===== src/rtl/rounding_pkg.sv =====
// ----------------------------------------------------------------------------
// rounding_pkg
//   Defaults shared by the rounding operand encoder and the downstream rounding
//   mux, so both ends of the interface agree on operand and exponent widths.
//   Contents:
//     clog2          - constant function, ceil(log2(value)); 0 for value <= 1
//     WIDTH_DEF      - default operand / one-hot width
//     LOG2_WIDTH_DEF - default exponent width, derived from WIDTH_DEF
// ----------------------------------------------------------------------------
package rounding_pkg;

    function automatic int unsigned clog2(input int unsigned value);
        int unsigned v;
        int unsigned r;
        r = 0;
        if (value > 1) begin
            v = value - 1;
            while (v > 0) begin
                v = v >> 1;
                r = r + 1;
            end
        end
        return r;
    endfunction

    localparam int unsigned WIDTH_DEF      = 16;
    localparam int unsigned LOG2_WIDTH_DEF = clog2(WIDTH_DEF);

endpackage


===== src/rtl/leading_one_detector.sv =====
// ----------------------------------------------------------------------------
// leading_one_detector
//   Combinational priority encoder: reports the index of the most significant
//   set bit of data_i, plus a flag for an all-zero input (index reads 0 then).
//   Ports:
//     data_i   [WIDTH-1:0]       operand to scan
//     index_o  [LOG2_WIDTH-1:0]  position of the leading one
//     zero_o                     data_i is all zeros
// ----------------------------------------------------------------------------
module leading_one_detector
    import rounding_pkg::*;
#(
    parameter int unsigned WIDTH      = WIDTH_DEF,
    parameter int unsigned LOG2_WIDTH = LOG2_WIDTH_DEF
) (
    input  logic [WIDTH-1:0]      data_i,
    output logic [LOG2_WIDTH-1:0] index_o,
    output logic                  zero_o
);

    // Ascending scan: later (higher) set bits overwrite earlier ones, so the
    // last hit is the most significant one.
    always_comb begin
        index_o = '0;
        zero_o  = 1'b1;
        for (int i = 0; i < int'(WIDTH); i++) begin
            if (data_i[i]) begin
                index_o = LOG2_WIDTH'(i);
                zero_o  = 1'b0;
            end
        end
    end

endmodule


===== src/rtl/rounding_operand_encoder.sv =====
// ----------------------------------------------------------------------------
// rounding_operand_encoder
//   Producer side of the rounding-mux interface. For an unsigned operand with
//   leading one at position k it emits IN = 2**k, the rounding decision bit
//   operand[k-1], the exponent k and a zero flag. Two-stage pipeline with
//   valid/ready on both sides, one operand per cycle at full throughput.
//   Ports:
//     clk, rst_n        clock, asynchronous active-low reset
//     in_valid/in_ready input handshake
//     operand           unsigned multiplicand
//     out_valid/out_ready output handshake
//     pow2_out          one-hot 2**k (zero for a zero operand)
//     decision_bit      operand[k-1]; 0 when k==0 or operand==0
//     exp_out           k; 0 for a zero operand
//     zero_out          operand was zero
// ----------------------------------------------------------------------------
module rounding_operand_encoder
    import rounding_pkg::*;
#(
    parameter int unsigned WIDTH      = WIDTH_DEF,
    parameter int unsigned LOG2_WIDTH = LOG2_WIDTH_DEF
) (
    input  logic                  clk,
    input  logic                  rst_n,
    input  logic                  in_valid,
    output logic                  in_ready,
    input  logic [WIDTH-1:0]      operand,
    output logic                  out_valid,
    input  logic                  out_ready,
    output logic [WIDTH-1:0]      pow2_out,
    output logic                  decision_bit,
    output logic [LOG2_WIDTH-1:0] exp_out,
    output logic                  zero_out
);

    // Stage 1: captured operand with its leading-one index.
    logic                  s1_valid_q;
    logic [WIDTH-1:0]      s1_operand_q;
    logic [LOG2_WIDTH-1:0] s1_exp_q;
    logic                  s1_zero_q;

    // Stage 2: decoded outputs.
    logic                  s2_valid_q;
    logic [WIDTH-1:0]      s2_pow2_q;
    logic                  s2_decision_q;
    logic [LOG2_WIDTH-1:0] s2_exp_q;
    logic                  s2_zero_q;

    logic [LOG2_WIDTH-1:0] lod_index;
    logic                  lod_zero;

    logic                  s1_load;
    logic                  s2_load;
    logic                  in_xfer;

    logic [WIDTH-1:0]      s2_pow2_d;
    logic                  s2_decision_d;
    logic [LOG2_WIDTH-1:0] below_idx;

    leading_one_detector #(
        .WIDTH      (WIDTH),
        .LOG2_WIDTH (LOG2_WIDTH)
    ) u_lod (
        .data_i  (operand),
        .index_o (lod_index),
        .zero_o  (lod_zero)
    );

    // A stage advances when it is empty or its contents move on this cycle;
    // in_ready follows out_ready combinationally so a full pipe with a
    // consuming sink still accepts every cycle.
    assign s2_load  = !s2_valid_q || out_ready;
    assign s1_load  = !s1_valid_q || s2_load;
    assign in_ready = s1_load;
    assign in_xfer  = in_valid && in_ready;

    // below_idx wraps when k==0; the k!=0 term masks that case out.
    assign below_idx     = s1_exp_q - LOG2_WIDTH'(1);
    assign s2_decision_d = !s1_zero_q && (s1_exp_q != '0) && s1_operand_q[below_idx];
    assign s2_pow2_d     = s1_zero_q ? '0 : (WIDTH'(1) << s1_exp_q);

    always_ff @(posedge clk or negedge rst_n) begin
        if (!rst_n) begin
            s1_valid_q    <= 1'b0;
            s1_operand_q  <= '0;
            s1_exp_q      <= '0;
            s1_zero_q     <= 1'b0;
            s2_valid_q    <= 1'b0;
            s2_pow2_q     <= '0;
            s2_decision_q <= 1'b0;
            s2_exp_q      <= '0;
            s2_zero_q     <= 1'b0;
        end else begin
            if (s1_load) begin
                s1_valid_q <= in_valid;
            end
            // Data registers only move on a real transfer; bubbles leave
            // them stale, which is harmless because valid gates them.
            if (in_xfer) begin
                s1_operand_q <= operand;
                s1_exp_q     <= lod_index;
                s1_zero_q    <= lod_zero;
            end
            if (s2_load) begin
                s2_valid_q <= s1_valid_q;
                if (s1_valid_q) begin
                    s2_pow2_q     <= s2_pow2_d;
                    s2_decision_q <= s2_decision_d;
                    s2_exp_q      <= s1_exp_q;
                    s2_zero_q     <= s1_zero_q;
                end
            end
        end
    end

    assign out_valid    = s2_valid_q;
    assign pow2_out     = s2_pow2_q;
    assign decision_bit = s2_decision_q;
    assign exp_out      = s2_exp_q;
    assign zero_out     = s2_zero_q;

endmodule


===== config.mk =====
export PLATFORM = sky130hd
export DESIGN_NAME = rounding_operand_encoder
export DESIGN_NICKNAME = d
export VERILOG_FILES = /design/src/rtl/rounding_pkg.sv /design/src/rtl/leading_one_detector.sv /design/src/rtl/rounding_operand_encoder.sv
export SDC_FILE = /design/constraint.sdc
export NUM_CORES = 1
export LEC_CHECK = 0
export CAP_MARGIN = 40
export CORE_MARGIN = 2
export CORE_UTILIZATION = 40
export CTS_BUF_LIST = sky130_fd_sc_hd__clkbuf_16
export DETAILED_ROUTE_END_ITERATION = 8
export PLACE_DENSITY = 0.65
export SETUP_SLACK_MARGIN = 0.15
export SLEW_MARGIN = 40
export SYNTH_ARGS = -nofsm -noshare
export SYNTH_HDL_FRONTEND = slang
export SYNTH_HIERARCHICAL = 1
export SYNTH_SLANG_ARGS = --single-unit

===== constraint.sdc =====
create_clock -name clk -period 4.91 [get_ports clk]
set_clock_uncertainty 0.2 [all_clocks]
set_input_delay 0.982 -clock clk [delete_from_list [all_inputs] [get_ports clk]]
set_output_delay 0.982 -clock clk [all_outputs]
set_load 0.005 [all_outputs]

==> reports/metrics.yaml <==
run_status:
  status: "finished clean"
sta:
  tns_ns: 0
  setup_viol_count_final: 0
  fmaxAchievable_mhz: 303
  finalMaxSlewViolations: 0
  rsz0062_at_grt: "false"
  timing.final.crit_share_pct: 67.3
  slew_headroom_pct: 63.3
  final_critical_path_setup_slack_ns: 1.60
  hold_viol_final: 0
  worst-slew-pin-transition_ns: 0.551
  min_period_ns: 3.31
yosys:
  ys_warn_count: 6
  synthesis.nets: 197
  yosys.area.top_type: "dfrtp_1"
  yosys.area.top_type_share_pct: 53.5
  synth-seq-area-share_pct: 53.5
  synthDistinctLibCells: 32
  synth_top_cells_by_area: "dfrtp_1 (54%), mux2_2 (12%), mux4_1 (5.0%)"
  yosys_most_used_dff: "dfrtp_1"
  synth-edff-count: 0
  netlist_top_cells_count: "dfrtp_1 (45), mux2_2 (22), nand2_1 (18)"
  count_of_mapped_cells_out_of_synthesis: 172
  postSynth.asyncResetShare_pct: 100
  yosys.cell_count.top_type: "dfrtp_1"
  netlist_area_mm2: 0.00210
  post_syn_area_per_cell_um2: 12.2
  synth-seq-cells: 45
grt:
  grt_pass1_vias: 1424
  grt_start_max_net_pins: 46
  grt_overflow_total: 0
  antenna_found_initial: 0
  grt_first_pass_wirelength_mm: 7.28
  grt_util_all_layers_pct: 15.9
setup_path:
  crit_top_cell: "clkdlybuf4s50_1"
  cp.required_ns: 3.73
  critical_path.endpoint_type: "output port"
  delay_of_the_slowest_cell_on_the_worst_path_ns: 0.52
  timing_worst_setup_path_type: "in2out"
  cp_data_arrival_time_ns: 2.12
  timing.reg2reg.worst_path_depth: 5
  critical_path_cell_with_the_highest_stage_delay: "clkdlybuf4s50_1"
  critical_path_peak_fanout: 3
  crit_path_cell_trace: "clkdlybuf4s50_1 -> nand3b_1 -> clkdlybuf4s50_1"
  setup.worst_path.start_class: "primary input"
clock_tree:
  root_buffer: "clkbuf_16"
  worst_setup_hold_path_clk_slew_ns: 0.06
  postCtsHoldBufs: 0
  clk_path_buf_depth: 2
  cts_setup_buffers: 0
  clock_sinks: 45
  postCtsResizedCells: 0
  htreeDepth: 2
  tritoncts.num_buffers: 5
  worstSkewPairLatency_ns: 0.28
  tritoncts: "built"
die:
  fp-row-count: 26
  die_w_um: 76.5
  floorplan.io_pins: 44
  core_region_area_mm2: 0.00511
  die_area_mm2: 0.00586
  initial_core_utilization_pct: 41.2
  dieHeight_um: 76.5
flow_run:
  maxCapViolations: 0
power:
  power_report.internal_total_uw: 757
  sequentialPowerShare_pct: 44.0
  comb_power_share_pct: 17.9
  finalPower_uw: 994
  static-leakage-power_uw: 0.00117
  max-vdd-ir-drop_mv: 0.208
  power.share.clock_pct: 38.1
  switching_power_total_uw: 237
  power_density_mw_per_mm2: 360
  sw_frac_of_total_pct: 23.9
layout:
  final_layout_size_suffix_gt1_share_pct: 17.7
  fill_cells: 475
  n_antenna_cell: 0
  finalInstanceArea_mm2: 0.00276
  layout.nets: 239
  layout-area-overhead-vs-synth_pct: 31.1
placed_design:
  dpl_cell_area_mm2: 0.00259
  place.gp.congestion: 0.780
  hpwl_after_detailed_placement_mm: 2.97
  pre_cts_ws_ns: 1.59
  io_buffer_count: 43
route:
  drt-initial-drc-count: 78
  first_pass_iters: 4
  post-route-drc-count: 0
  post_drt_via_cell_ratio: 5.18
  post_drt_wl_per_cell_um: 14.6
  number_of_vias_in_the_routed_layout: 1475
  routed_wirelength_mm: 4.17
  route.antenna.remaining_nets: 0
min_path:
  worst_hold_path.num_cells: 2
  worstHoldPathType: "reg2reg"
[worst max-delay path: cells and delay by family]
family | cells | cell delay (ns)
simple gates | 1 | 0.16
buf+inv | 2 | 0.98
[state kept, by name (all words and copies together) (netlist names)]
| name | count |
|---|---|
| s1_valid_q | 1 |
| out_valid | 1 |
| s1_exp_q | 4 |
| s1_operand_q | 16 |
| decision_bit | 1 |
| pow2_out | 16 |
| exp_out | 4 |
| s1_zero_q | 1 |
| zero_out | 1 |
[cells in the final DEF (no fill, tap or decap), types with 2 or more instances in the layout]
master,instances
nand2b_1,6
nor3_1,4
a22o_1,9
ha_1,5
nor4_1,3
nand3_1,2
o21ai_0,5
clkbuf_16,5
nor2_1,12
inv_1,5
mux4_1,4
buf_4,2
dfrtp_1,45
clkdlybuf4s50_1,42
nand2_1,16
mux2_2,22
nand2_2,2
o41ai_1,3
o31ai_1,7
[per-layer routing]
| layer | track usage (%) | share of wire, % | vias to the layer above |
|---|---|---|---|
| met5 | 0 | 0 | - |
| met4 | 6.00 | 1.3 | 0 |
| met3 | 3.79 | 5.0 | 5 |
| met2 | 24.2 | 47 | 48 |
| met1 | 22.0 | 47 | 707 |
| li1 | - | - | 715 |
[cell type report]
type | instances | area (um^2) | area share [%]
flip-flops and latches | 45 | 1130 | 40.8
clock buffers | 5 | 125 | 4.54
multi-input cells | 113 | 923 | 33.5
well taps | 70 | 87.6 | 3.17
repair buffers | 44 | 435 | 15.8
inverters | 5 | 18.8 | 0.680
clock inverters | 3 | 42.5 | 1.54
[worst paths after layout]
path / to / slack (ns) / start
setup / recovery: in_ready / 1.60 / out_ready
hold / removal: pow2_out[5] / 0.27 / pow2_out[5]
setup reg to reg: decision_bit / 2.45 / s1_exp_q[0]
hold reg to reg: pow2_out[5] / 0.27 / pow2_out[5]
max in group asynchronous: s1_operand_q[9] / 3.65 / rst_n
min in group asynchronous: pow2_out[2] / 0.49 / rst_n
[through the flow]
| step | util (%) | hold WS [ns] | instances |
|---|---|---|---|
| floorplan | - | 0.257 | 172 |
| global placement | 50.6 | 0.262 | 277 |
| detailed placement | 50.7 | 0.266 | 277 |
| CTS | 54.0 | 0.280 | 285 |
| global route | 54.0 | 0.309 | 285 |
| finish | 54.0 | 0.274 | 285 |
[power by group through the flow]
stage          clock network [uW]  registers (uW)  logic (uW)
3_3_place_gp                    0             444         175
3_5_place_dp                    0             445         180
6_report                      378             438         178
4_1_cts                       381             439         181
2_1_floorplan                   0             436         103
5_1_grt                       402             445         196
[cell families after synthesis]
kind of cell | Yosys count | synth area share, %
muxes | 27 | 17.8
and+or+nand+nor | 51 | 11.7
buffers and inverters | 14 | 2.85
adders and majority gates | 5 | 2.97
DFF | 45 | 53.5
AOI/OAI and AO/OA | 28 | 10.3
xor gates and xnor gates | 2 | 0.832
No activity file was read; power rests on OpenSTA's default activity.
